## src/rtl/pc_pkg.sv

```systemverilog
// pc_pkg: shared types and constants for the next-PC sequencer.
// Holds the FSM state enum, NextPCSrc encodings and default vectors.
package pc_pkg;

  typedef enum logic [1:0] {
    ST_BOOT = 2'd0,
    ST_RUN  = 2'd1,
    ST_HALT = 2'd2
  } pc_state_e;

  localparam logic [1:0] PCSRC_SEQ  = 2'b00;
  localparam logic [1:0] PCSRC_BR   = 2'b01;
  localparam logic [1:0] PCSRC_JALR = 2'b10;

  localparam logic [31:0] DEF_RESET_VECTOR = 32'h0000_0000;
  localparam logic [31:0] DEF_TRAP_VECTOR  = 32'h0000_0100;

endpackage

```

## src/rtl/pc_target_calc.sv

```systemverilog
// pc_target_calc: combinational next-PC target and misalign flag.
// In: PCOut, Imm, RS1, NextPCSrc. Out: target, misaligned.
module pc_target_calc
  import pc_pkg::*;
(
  input  logic        [31:0] PCOut,
  input  logic signed [31:0] Imm,
  input  logic        [31:0] RS1,
  input  logic        [1:0]  NextPCSrc,
  output logic        [31:0] target,
  output logic               misaligned
);

  logic [31:0] imm_u;
  logic [31:0] jalr_sum;

  assign imm_u    = Imm;
  assign jalr_sum = RS1 + imm_u;

  // Reserved encoding 11 falls into the sequential default.
  always_comb begin
    target = PCOut + 32'd4;
    unique case (1'b1)
      (NextPCSrc == PCSRC_BR):   target = PCOut + imm_u;
      (NextPCSrc == PCSRC_JALR): target = jalr_sum & ~32'h1;
      default:                   target = PCOut + 32'd4;
    endcase
  end

  assign misaligned = |target[1:0];

endmodule

```

## src/rtl/pc_sequencer.sv

```systemverilog
// pc_sequencer: drives PCIn/PCWr; BOOT/RUN/HALT FSM, trap capture.
// Optional RetireCnt output when RETIRE_CNT_EN is defined.
module pc_sequencer
  import pc_pkg::*;
#(
  parameter logic [31:0] RESET_VECTOR = DEF_RESET_VECTOR,
  parameter logic [31:0] TRAP_VECTOR  = DEF_TRAP_VECTOR
) (
  input  logic        clk,
  input  logic        rst,
  input  logic [31:0] PCOut,
  input  logic [1:0]  NextPCSrc,
  input  logic [31:0] Imm,
  input  logic [31:0] RS1,
  input  logic        Stall,
  input  logic        Halt,
  output logic [31:0] PCIn,
  output logic        PCWr,
  output logic        Halted,
  output logic        MisalignErr,
  output logic [31:0] TrapPC
`ifdef RETIRE_CNT_EN
  ,
  output logic [31:0] RetireCnt
`endif
);

  pc_state_e   state_q;
  pc_state_e   state_d;
  logic [31:0] target;
  logic        misaligned;
  logic        trap;

  pc_target_calc u_calc (
    .PCOut     (PCOut),
    .Imm       (Imm),
    .RS1       (RS1),
    .NextPCSrc (NextPCSrc),
    .target    (target),
    .misaligned(misaligned)
  );

  always_comb begin
    state_d = state_q;
    PCIn    = RESET_VECTOR;
    PCWr    = 1'b0;
    trap    = 1'b0;
    if (rst) begin
      state_d = ST_BOOT;
    end else begin
      case (state_q)
        ST_BOOT: begin
          PCWr    = 1'b1;
          state_d = ST_RUN;
        end
        ST_RUN: begin
          PCIn = target;
          if (Halt) begin
            state_d = ST_HALT;
          end else if (!Stall) begin
            PCWr = 1'b1;
            if (misaligned) begin
              PCIn = TRAP_VECTOR;
              trap = 1'b1;
            end
          end
        end
        ST_HALT: begin
          PCIn = PCOut;
        end
        default: begin
          state_d = ST_BOOT;
        end
      endcase
    end
  end

  always_ff @(posedge clk) begin
    if (rst) begin
      state_q     <= ST_BOOT;
      Halted      <= 1'b0;
      MisalignErr <= 1'b0;
      TrapPC      <= 32'h0;
    end else begin
      state_q <= state_d;
      Halted  <= (state_d == ST_HALT);
      if (trap) begin
        MisalignErr <= 1'b1;
        // Only the first trap is recorded.
        if (!MisalignErr) TrapPC <= PCOut;
      end
    end
  end

`ifdef RETIRE_CNT_EN
  logic retire;

  assign retire = (state_q == ST_RUN) && PCWr && !trap;

  always_ff @(posedge clk) begin
    if (rst) RetireCnt <= 32'h0;
    else if (retire) RetireCnt <= RetireCnt + 32'd1;
  end
`endif

endmodule

```

## config.mk

```make
export PLATFORM = sky130hd
export DESIGN_NAME = pc_sequencer
export DESIGN_NICKNAME = d
export VERILOG_FILES = /design/src/rtl/pc_pkg.sv /design/src/rtl/pc_target_calc.sv /design/src/rtl/pc_sequencer.sv
export SDC_FILE = /design/constraint.sdc
export NUM_CORES = 1
export LEC_CHECK = 0
export ABC_AREA = 1
export BUFFER_PORTS_ARGS = -buffer_cell sky130_fd_sc_hd__buf_2
export CAP_MARGIN = 20
export CORE_MARGIN = 3
export CORE_UTILIZATION = 35
export DETAILED_ROUTE_END_ITERATION = 12
export GPL_TIMING_DRIVEN = 0
export SETUP_SLACK_MARGIN = 0.05
export SLEW_MARGIN = 20
export SYNTH_ARGS = -nofsm -noshare
export SYNTH_HDL_FRONTEND = slang
export SYNTH_SLANG_ARGS = --single-unit
```

## constraint.sdc

```tcl
create_clock -name clk -period 6.8 [get_ports clk]
set_clock_uncertainty 0.05 [all_clocks]
set_input_delay 1.36 -clock clk [delete_from_list [all_inputs] [get_ports clk]]
set_output_delay 1.36 -clock clk [all_outputs]
set_load 0.01 [all_outputs]
```

# Word-level counts from Yosys, hierarchy flattened
# Cells that the tools add are included.
dict set report op_classes {
  n_eq_ne 5
  reduce_logical 3
  addsub 3
  mux 18
  n_bitwise 1
}
# operator n
set ops {}
lappend ops {{2-to-1 mux 32 bit} 4}
lappend ops {{one-hot mux 32 bit (2 select lines)} 2}
lappend ops {{adder 32 bit} 2}
lappend ops {{adder 32 x 3 -> 32 bit, second input constant} 1}
lappend ops {{2-to-1 mux 1 bit} 8}
lappend ops {{equality test 2 bit, second input constant} 3}
lappend ops {{one-hot mux 2 bit (3 select lines)} 1}
lappend ops {{equality test 2 x 1 -> 1 bit, second input constant} 2}
lappend ops {{2-to-1 mux 2 bit} 2}
lappend ops {{logical NOT 2 bit} 1}
lappend ops {{one-hot mux 1 bit (2 select lines)} 1}
lappend ops {{AND reduction 2 bit} 1}
lappend ops {{OR reduction 2 bit} 1}
lappend ops {{inverter 1 bit} 1}
dict set report totals {
  reg_bits 36
  input_bits 102
  out_inout_bits 67
  wordCells 34
}

# Logic depth before layout (Yosys ltp)
# Gate-level depths: netlist of run 1.
dict set report logic_depth {
  ltp_word 9
  mapped_depth 16
  depth_no_buf 16
}

# By module
# From an unflattened synthesis of run 1, not the netlist that was laid out.
dict set report hier_totals {
  cells_unflattened 1714
  hier_area_um2 8501.9
}
# mod area_each_um2 seq_area_each_um2 n_inst cells_each
set by_module_without_submodules {}
lappend by_module_without_submodules {pc_target_calc 6133.4 0.0 1 1298}
lappend by_module_without_submodules {pc_sequencer 2368.5 720.7 1 416}

# Worst setup path after synthesis of run 1
# Ideal clock, no wire load.
dict set report synth_timing {
  path_kind {input to output}
  start {input port PCOut[0]}
  end {output port PCIn[26]}
  path_slack_ns 2.309
  n_path_buf 1
  arrival_time_ns 3.081
  required_time_ns 5.390
  path_stages 12
  cell_sequence {ha_1 -> inv_1 -> fa_1 -> o211ai_1 -> o21ai_2 -> nand2_1 -> a21oi_2 -> inv_2 -> buf_2 -> a21oi_1 -> nand2_1 -> a21oi_1}
}
dict set report synth_via {
  elab_chain_cells 8
  word_cells_on_any_way 9
  cone_classes {2 x add/sub; 6 x mux; 1 x reduce/logical}
}
# item line_no
set synth_lines {}
lappend synth_lines {{start: declaration} pc_sequencer.sv:11} ;# input logic [31:0] PCOut,
lappend synth_lines {{adder 32 x 3 -> 32 bit / adder 32 bit (equally long branches)} --}
lappend synth_lines {{one-hot mux 32 bit (2 select lines) (*)} pc_target_calc.sv:23} ;# unique case (1'b1)
lappend synth_lines {{OR reduction 2 bit} pc_target_calc.sv:30} ;# assign misaligned = |target[1:0];
lappend synth_lines {{2-to-1 mux 32 bit} pc_sequencer.sv:62} ;# if (misaligned) begin
lappend synth_lines {{2-to-1 mux 32 bit} pc_sequencer.sv:60} ;# end else if (!Stall) begin
lappend synth_lines {{2-to-1 mux 32 bit (*)} pc_sequencer.sv:58} ;# if (Halt) begin
lappend synth_lines {{one-hot mux 32 bit (2 select lines) (*)} pc_sequencer.sv:51} ;# case (state_q)
lappend synth_lines {{2-to-1 mux 32 bit (*)} pc_sequencer.sv:48} ;# if (rst) begin
lappend synth_lines {{end: declaration} pc_sequencer.sv:17} ;# output logic [31:0] PCIn,
# Mark *: on every way between the ends. The rest lies on a longest branch, timed or not.

# Worst setup path in the final report of run 1
dict set report layout_timing {
  start {input port NextPCSrc[0]}
  end {output port PCIn[24]}
}
dict set report layout_via {
  elab_chain_cells 8
  word_cells_on_any_way 9
  cone_classes {2 x eq/ne; 6 x mux; 1 x reduce/logical}
}
# item line_no
set layout_lines {}
lappend layout_lines {{start: declaration} pc_sequencer.sv:12} ;# input logic [1:0] NextPCSrc,
lappend layout_lines {{equality test 2 bit / equality test 2 x 1 -> 1 bit (equally long branches)} {pc_target_calc.sv:25, pc_target_calc.sv:24}}
lappend layout_lines {{one-hot mux 32 bit (2 select lines) (*)} pc_target_calc.sv:23}
lappend layout_lines {{OR reduction 2 bit} pc_target_calc.sv:30}
lappend layout_lines {{2-to-1 mux 32 bit} pc_sequencer.sv:62}
lappend layout_lines {{2-to-1 mux 32 bit} pc_sequencer.sv:60}
lappend layout_lines {{2-to-1 mux 32 bit (*)} pc_sequencer.sv:58}
lappend layout_lines {{one-hot mux 32 bit (2 select lines) (*)} pc_sequencer.sv:51}
lappend layout_lines {{2-to-1 mux 32 bit (*)} pc_sequencer.sv:48}
# Marked as above.

==> results of run 1 <==
==> Yosys cell counts (2+ instances only) <==
master    number  area share (%)
nand2_1      572              27
inv_1        307              15
nand3_1      134             8.5
a21oi_1      123             7.8
nor2_1       120             5.7
ha_1          68              11
o21ai_0       57             3.6
dfxtp_1       36             9.1
clkbuf_1      21             1.0
nor3_1        20             1.3
xor2_1        16             1.8
nand3b_1      15             1.4
or2_2         13             1.0
nand4_1        9            0.71
nor4_1         7            0.56
buf_1          6            0.29
o21bai_1       4            0.38
a21boi_0       3            0.29
a21oi_2        3            0.33
buf_2          3            0.19
inv_2          3            0.14
a21o_1         2            0.19
a32oi_1        2            0.22
and2_1         2            0.16
fa_1           2            0.51
nand2_2        2            0.16
nor2_2         2            0.16
o211ai_1       2            0.19
o221ai_1       2            0.22
xnor2_1        2            0.22
==> report_power, final <==
group	internal, mW	total (mW)	switching [mW]
Sequential	0.219	0.224	0.00443
Combinational	0.215	0.653	0.438
Clock	0.172	0.259	0.0875
Total	0.606	1.14	0.530
==> final cells by class <==
type                       count  share of cell area (%)
sequential                    36                    7.80
buffer                        30                    1.26
clock buffer                   5                    1.35
timing repair buffer         168                    9.10
inverter                     310                    12.6
multi-input combinational   1192                    63.6
tap                          280                    3.79
clock inverter                 3                   0.461
==> critical path, stage by stage <==
cell and delay [ns]:
buf_2 0.10, inv_1 0.04, ha_1 0.40, inv_1 0.18
clkbuf_1 0.46, buf_1 0.62, nand3_1 0.28, nand2_1 0.12
a21oi_1 0.09, buf_2 0.18
==> layout by cell type, fill, tap and decap left out, types with 2 or more instances in the layout <==
cell / synthesis / routed
a21oi_2: 3 / 3
o21bai_1: 4 / 4
or2_2: 13 / 13
ha_1: 68 / 68
dfxtp_1: 36 / 36
o211ai_1: 2 / 2
nand4_1: 9 / 9
nand3_1: 134 / 134
buf_1: 6 / 6
nand2_1: 572 / 572
xnor2_1: 2 / 2
nor3_1: 20 / 20
nand2_2: 2 / 2
buf_2: 3 / 171
inv_2: 3 / 3
inv_1: 307 / 307
nor4_1: 7 / 7
and2_1: 2 / 2
clkbuf_1: 21 / 21
nor2_1: 120 / 120
a21o_1: 2 / 2
xor2_1: 16 / 16
o221ai_1: 2 / 2
a32oi_1: 2 / 2
o21ai_0: 57 / 57
clkbuf_16: 0 / 5
a21boi_0: 3 / 3
nor2_2: 2 / 2
fa_1: 2 / 2
nand3b_1: 15 / 15
a21oi_1: 123 / 123
==> worst max-delay path by stage <==
stage                 start       end  cells past startpoint
2_1_floorplan      PCOut[0]  PCIn[26]                     12
3_5_place_dp   NextPCSrc[0]  PCIn[24]                     10
3_3_place_gp   NextPCSrc[0]  PCIn[24]                     10
4_1_cts        NextPCSrc[0]  PCIn[24]                     10
5_1_grt        NextPCSrc[0]  PCIn[24]                     10
6_report       NextPCSrc[0]  PCIn[24]                     10
==> state kept, by name, summed over array words and instances, names as in the netlist <==
name / flops
Halted: 1
state_q: 2
TrapPC: 32
MisalignErr: 1
==> per-stage QoR <==
step	hold WS (ns)	utilization (%)
2_1_floorplan	0.417	-
3_3_place_gp	0.378	41.3
3_5_place_dp	0.383	41.3
4_1_cts	0.391	42.1
5_1_grt	0.409	42.1
6_report	0.388	42.1
==> cells by family (layout without fill, tap and decap cells) <==
kind of cell,Yosys count,count (layout)
simple gates,899,899
buf+inv,340,516
compound gates,205,205
fa+ha+maj,70,70
flops,36,36
xor+xnor,18,18
==> metal layers <==
metal | wire, um | track usage (%) | vias up | part of all wire (%)
met1 | 14000 | 31.8 | 4398 | 46
met3 | 1650 | 1.61 | 35 | 5.5
li1 | - | - | 5253 | -
met5 | 0 | 0 | - | 0
met2 | 13800 | 41.0 | 289 | 46
met4 | 822 | 7.19 | 0 | 2.7
==> impl_metrics.json, run 1 <==
{
  "status": "completed",
  "endpoint_kind": "output pin",
  "dp_cells": 2016,
  "die_x_um": 156,
  "grt_setup_unrepaired": "no",
  "seq_area_sq_um": 721,
  "coreArea_sq_um": 22000,
  "synthArstFlopShare_pct": 0,
  "synthAdderAreaFrac_pct": 11.3,
  "synthToLayoutAreaGrowth_pct": 17.2,
  "ant_nets": 0,
  "vias": 9975,
  "ys.flop_type": "dfxtp_1",
  "mappedNetlistArea_sq_um": 7880,
  "gr-total-overflow": 0,
  "gp_congestion": 0.952,
  "path_max_fanout": 10,
  "synthXorXnorAreaFrac_pct": 2.00,
  "viasPerCell": 4.93,
  "die_area_sq_um": 24300,
  "cts_setup_buffers": 0,
  "worst_hold_path.num_cells": 2,
  "grt_pass1_wl_um": 45700,
  "cts_max_level": 2,
  "grt_pass1_vias": 8939,
  "yosys.area_share.simple_pct": 47.4,
  "post-dp-hpwl_um": 26300,
  "hp-start": "TrapPC[31]",
  "diodes": 0,
  "synth_fp_nets": 1740,
  "p_per_area_nw_per_um2": 123,
  "setup_ws_ns": 1.55,
  "synth_top_family_by_area": "simple AND/OR/NAND/NOR gates",
  "p_leak_nw": 5.33,
  "syn_inst": 1568,
  "n_fill_cell": 2568,
  "multi_input_area_sq_um": 5880,
  "wl_per_cell_um": 15.0,
  "synth-seq-cells": 36,
  "worst_pin_slew_ns": 0.736,
  "rr_startpoint": "state_q[1]",
  "drv_cap": 0,
  "crit_type": "primary input to output pin",
  "placementRows": 54,
  "report.final.slew_viol_count": 0,
  "track_usage_pct": 23.8,
  "avgSynthCellArea_sq_um": 5.02,
  "synth_edf_count": 0,
  "fin_crit_ns": 5.25,
  "wl_um": 30300,
  "final_area_sq_um": 9240,
  "cts.sinks": 36,
  "ys_warn_count": 0,
  "fin_cells": 2024,
  "clk-insertion-delay-late_ns": 0.28,
  "arrival_ns": 3.84,
  "synth.distinct_cells": 40,
  "reg2reg_depth": 8,
  "maxSlewHeadroom_pct": 50.9,
  "hold_violations": 0,
  "grt_max_degree": 13,
  "nNetsFinal": 1915,
  "drtPass1Iterations": 5,
  "period_share_pct": 77.2,
  "drive_gt1_share_pct": 11.8,
  "antenna_found_initial": 0,
  "ctsHoldBuffers": 0,
  "clock.fmax_mhz": 191,
  "portBuffers": 168,
  "setup_viol": 0,
  "root_buffer": "clkbuf_16",
  "synth_mux_area_share_pct": 0,
  "synth_compound_area_share_pct": 13.9,
  "ctsLongestPathBuffers": 2,
  "die_height_um": 156,
  "cts_buffers": 5,
  "placed_cell_area_sq_um": 9070,
  "initial_core_util_pct": 35.9,
  "dp_slack_ns": 1.64,
  "rrSetupSlack_ns": 4.49,
  "r2r-end": "TrapPC[3]",
  "cts_resized": 0,
  "drt-initial-drc-count": 548,
  "critPathLaunchType": "primary input",
  "total_power_mw": 1.14,
  "required_ns": 5.39,
  "hold_end": "TrapPC[31]",
  "yosysSeqAreaShare_pct": 9.15,
  "fin_setup_tns_ns": 0,
  "ios": 169,
  "remaining_drc_errors": 0,
  "clk_pin_slew_ns": 0.06,
  "hp-class": "flop to flop",
  "irDropWorstVdd_mv": 0.149,
  "cts_tree": "yes"
}
Note: power is estimated with default switching activity, not from simulation.
==> run 2: changes to the inputs <==
--- a/config.mk
+++ b/config.mk
@@ -5,7 +5,7 @@
 export SDC_FILE = /design/constraint.sdc
 export NUM_CORES = 1
 export LEC_CHECK = 0
-export ABC_AREA = 1
+export ABC_AREA = 0
 export BUFFER_PORTS_ARGS = -buffer_cell sky130_fd_sc_hd__buf_2
 export CAP_MARGIN = 20
 export CORE_MARGIN = 3
==> constraint.sdc (replaced) <==
create_clock -name clk -period 4.66 [get_ports clk]
set_clock_uncertainty 0.05 [all_clocks]
set_input_delay 0.932 -clock clk [delete_from_list [all_inputs] [get_ports clk]]
set_output_delay 0.932 -clock clk [all_outputs]
set_load 0.01 [all_outputs]
==> run 2 against run 1 <==
Compared with the run above: first-iteration DRC count grew 34%; combinational power grew 61%; cell count decreased by 31%; critical path type unchanged; largest cell class unchanged.
==> impl_metrics.json, run 2 <==
{
  "syn_inst": 979,
  "endpoint": "PCIn[19]",
  "fin_util_pct": 48.1,
  "largestRegisters": "TrapPC (32), state_q (2)",
  "wl_um": 28400,
  "n_fill_cell": 1905,
  "cts_tree": "yes",
  "ios": 169,
  "required_ns": 3.68,
  "placementRows": 49,
  "grt_max_degree": 13,
  "rrSetupSlack_ns": 2.25,
  "cts_buffers": 5,
  "remaining_drc_errors": 0,
  "synth_fp_nets": 1151,
  "largest_reg_flops": 32,
  "setup.worst_path.start": "PCOut[6]",
  "rr_startpoint": "state_q[1]",
  "ys_warn_count": 0,
  "drt-initial-drc-count": 737,
  "grt_pass1_wl_um": 41900,
  "synth.distinct_cells": 82,
  "synth-seq-cells": 36,
  "drtPass1Iterations": 5,
  "period_share_pct": 98.5,
  "die_area_sq_um": 20700,
  "synth_common_cells": "nand2_1 (142), a21oi_1 (125), ha_1 (68)",
  "drv_cap": 0,
  "antenna_found_initial": 0,
  "hp-class": "flop to flop",
  "p_per_area_nw_per_um2": 193,
  "crit_type": "primary input to output pin",
  "ant_nets": 0,
  "cts.sinks": 36,
  "cts_max_level": 2,
  "avgSynthCellArea_sq_um": 6.80,
  "die_height_um": 144,
  "arrival_ns": 3.61,
  "final_cell_mix": "buf_2 (160), nand2_1 (140), a21oi_1 (111)",
  "yosysSeqAreaShare_pct": 10.8,
  "yosysTopAreaCell": "ha_1",
  "final_area_sq_um": 8820,
  "nNetsFinal": 1338,
  "diodes": 0,
  "grt_setup_unrepaired": "yes",
  "synth.area.top_cells": "ha_1 (13%), dfxtp_1 (11%), a21oi_1 (9.4%)",
  "clk-insertion-delay-late_ns": 0.28,
  "critPathLaunchType": "primary input",
  "report.final.slew_viol_count": 0,
  "gp_congestion": 0.913,
  "gr-total-overflow": 0,
  "die_x_um": 144,
  "track_usage_pct": 25.5,
  "final_common_cell": "buf_2",
  "vias": 8391,
  "clock.fmax_mhz": 218,
  "status": "completed",
  "post-dp-hpwl_um": 22100,
  "viasPerCell": 6.01,
  "ctsLongestPathBuffers": 2,
  "placed_cell_area_sq_um": 7780,
  "root_buffer": "clkbuf_16",
  "portBuffers": 168,
  "maxSlewHeadroom_pct": 49.4,
  "ctsHoldBuffers": 0,
  "path_max_fanout": 8,
  "synthToLayoutAreaGrowth_pct": 32.6,
  "setup_viol": 0,
  "r2r-end": "TrapPC[30]",
  "clk_pin_slew_ns": 0.05,
  "netlist.area_leader.share_pct": 12.8,
  "synthArstFlopShare_pct": 0,
  "fin_crit_ns": 4.59,
  "mappedNetlistArea_sq_um": 6660,
  "endpoint_kind": "output pin",
  "ys.flop_type": "dfxtp_1",
  "coreArea_sq_um": 18300,
  "synth_edf_count": 0,
  "reg2reg_depth": 8,
  "irDropWorstVdd_mv": 0.171,
  "hold_violations": 0,
  "initial_core_util_pct": 36.3,
  "regMostFlops": "TrapPC",
  "grt_pass1_vias": 7599,
  "fin_setup_tns_ns": 0,
  "drive_gt1_share_pct": 26.9,
  "worst_pin_slew_ns": 0.760,
  "synth.most_common_cell": "nand2_1",
  "p_leak_nw": 3.70,
  "wl_per_cell_um": 20.3
}
==> run 2: cell types whose count changed after synthesis, moves of 15 or more <==
cell	before	now
clkbuf_1	21	50
nand2_1	572	142
and3_1	1	16
inv_1	307	30
nand4_1	9	24
nand3_1	134	43
a211oi_1	1	16
a21o_1	2	32
xnor2_1	2	36
nor2_1	120	58
==> run 2: cells by family after synthesis <==
kind of cell	synth area share, %
AO/OA/AOI/OAI	35.3
XOR/XNOR	6.97
adder cells (fa/ha/maj)	13.4
buffers and inverters	5.60
flip-flops	10.8
multiplexers	1.52
AND/OR/NAND/NOR	26.4
==> run 2: critical path: stages <==
cell      delay (ns)
buf_12          0.12
ha_4            0.25
a211oi_2        0.25
nor2_2          0.07
o41a_4          0.50
o31ai_4         0.30
a21boi_2        0.09
or3_1           0.37
a311o_1         0.30
a31oi_1         0.14
o21ai_1         0.12
buf_2           0.16
==> run 2: how the worst min path moves through the flow <==
| stage | startpoint | endpoint | slack [ns] | depth (start not counted) |
|---|---|---|---|---|
| finish | TrapPC[27] | TrapPC[27] | 0.40 | 2 |
| global route | TrapPC[25] | TrapPC[25] | 0.42 | 2 |
| CTS | TrapPC[25] | TrapPC[25] | 0.40 | 2 |
| detailed placement | TrapPC[25] | TrapPC[25] | 0.39 | 2 |
| global placement | TrapPC[27] | TrapPC[27] | 0.39 | 2 |
| floorplan | TrapPC[0] | TrapPC[0] | 0.43 | 2 |
==> run 2: per-stage QoR <==
stage,setup WS [ns],power (mW),cells,hold WS (ns)
after floorplan,0.378,0.919,979,0.431
after global placement,-0.616,1.20,1376,0.388
after detailed placement,-0.536,1.21,1376,0.393
after CTS,0.0506,1.63,1396,0.401
after global routing,0.00819,1.80,1396,0.420
final,0.0685,1.70,1396,0.400
==> run 2: layout make-up <==
type,instances,area [sq um],area share (%)
Clock inverter,3,18.8,0.213
Tap cell,229,287,3.25
Timing Repair Buffer,190,1080,12.2
Multi-Input combinational cell,855,6260,70.9
Inverter,30,113,1.28
Clock buffer,5,125,1.42
Buffer,48,225,2.55
Sequential cell,36,721,8.17
==> run 2: report_power, final <==
part           switching [mW]  internal [mW]
sequential            0.00512          0.315
combinational           0.627          0.424
clock                   0.132          0.197
==> run 2: metal layers <==
layer / vias to the layer above / routed length, um / global-route usage [%] / share of wire, %
met1: 3926 / 12400 / 35.6 / 44
li1: 4018 / - / - / -
met3: 51 / 2420 / 3.16 / 8.5
met5: - / 0 / 0 / 0
met4: 0 / 741 / 7.23 / 2.6
met2: 396 / 12900 / 41.1 / 45
==> run 2: repair_timing <==
| action | 4_1_cts | 5_1_grt |
|---|---|---|
| gates resized for setup | 97 | 54 |
| hold endpoints to repair | 0 | 0 |
| setup endpoints to repair | 21 | 21 |
| setup buffers | 19 | 3 |
| cloned | 0 | 0 |
| pin swaps | 44 | 37 |
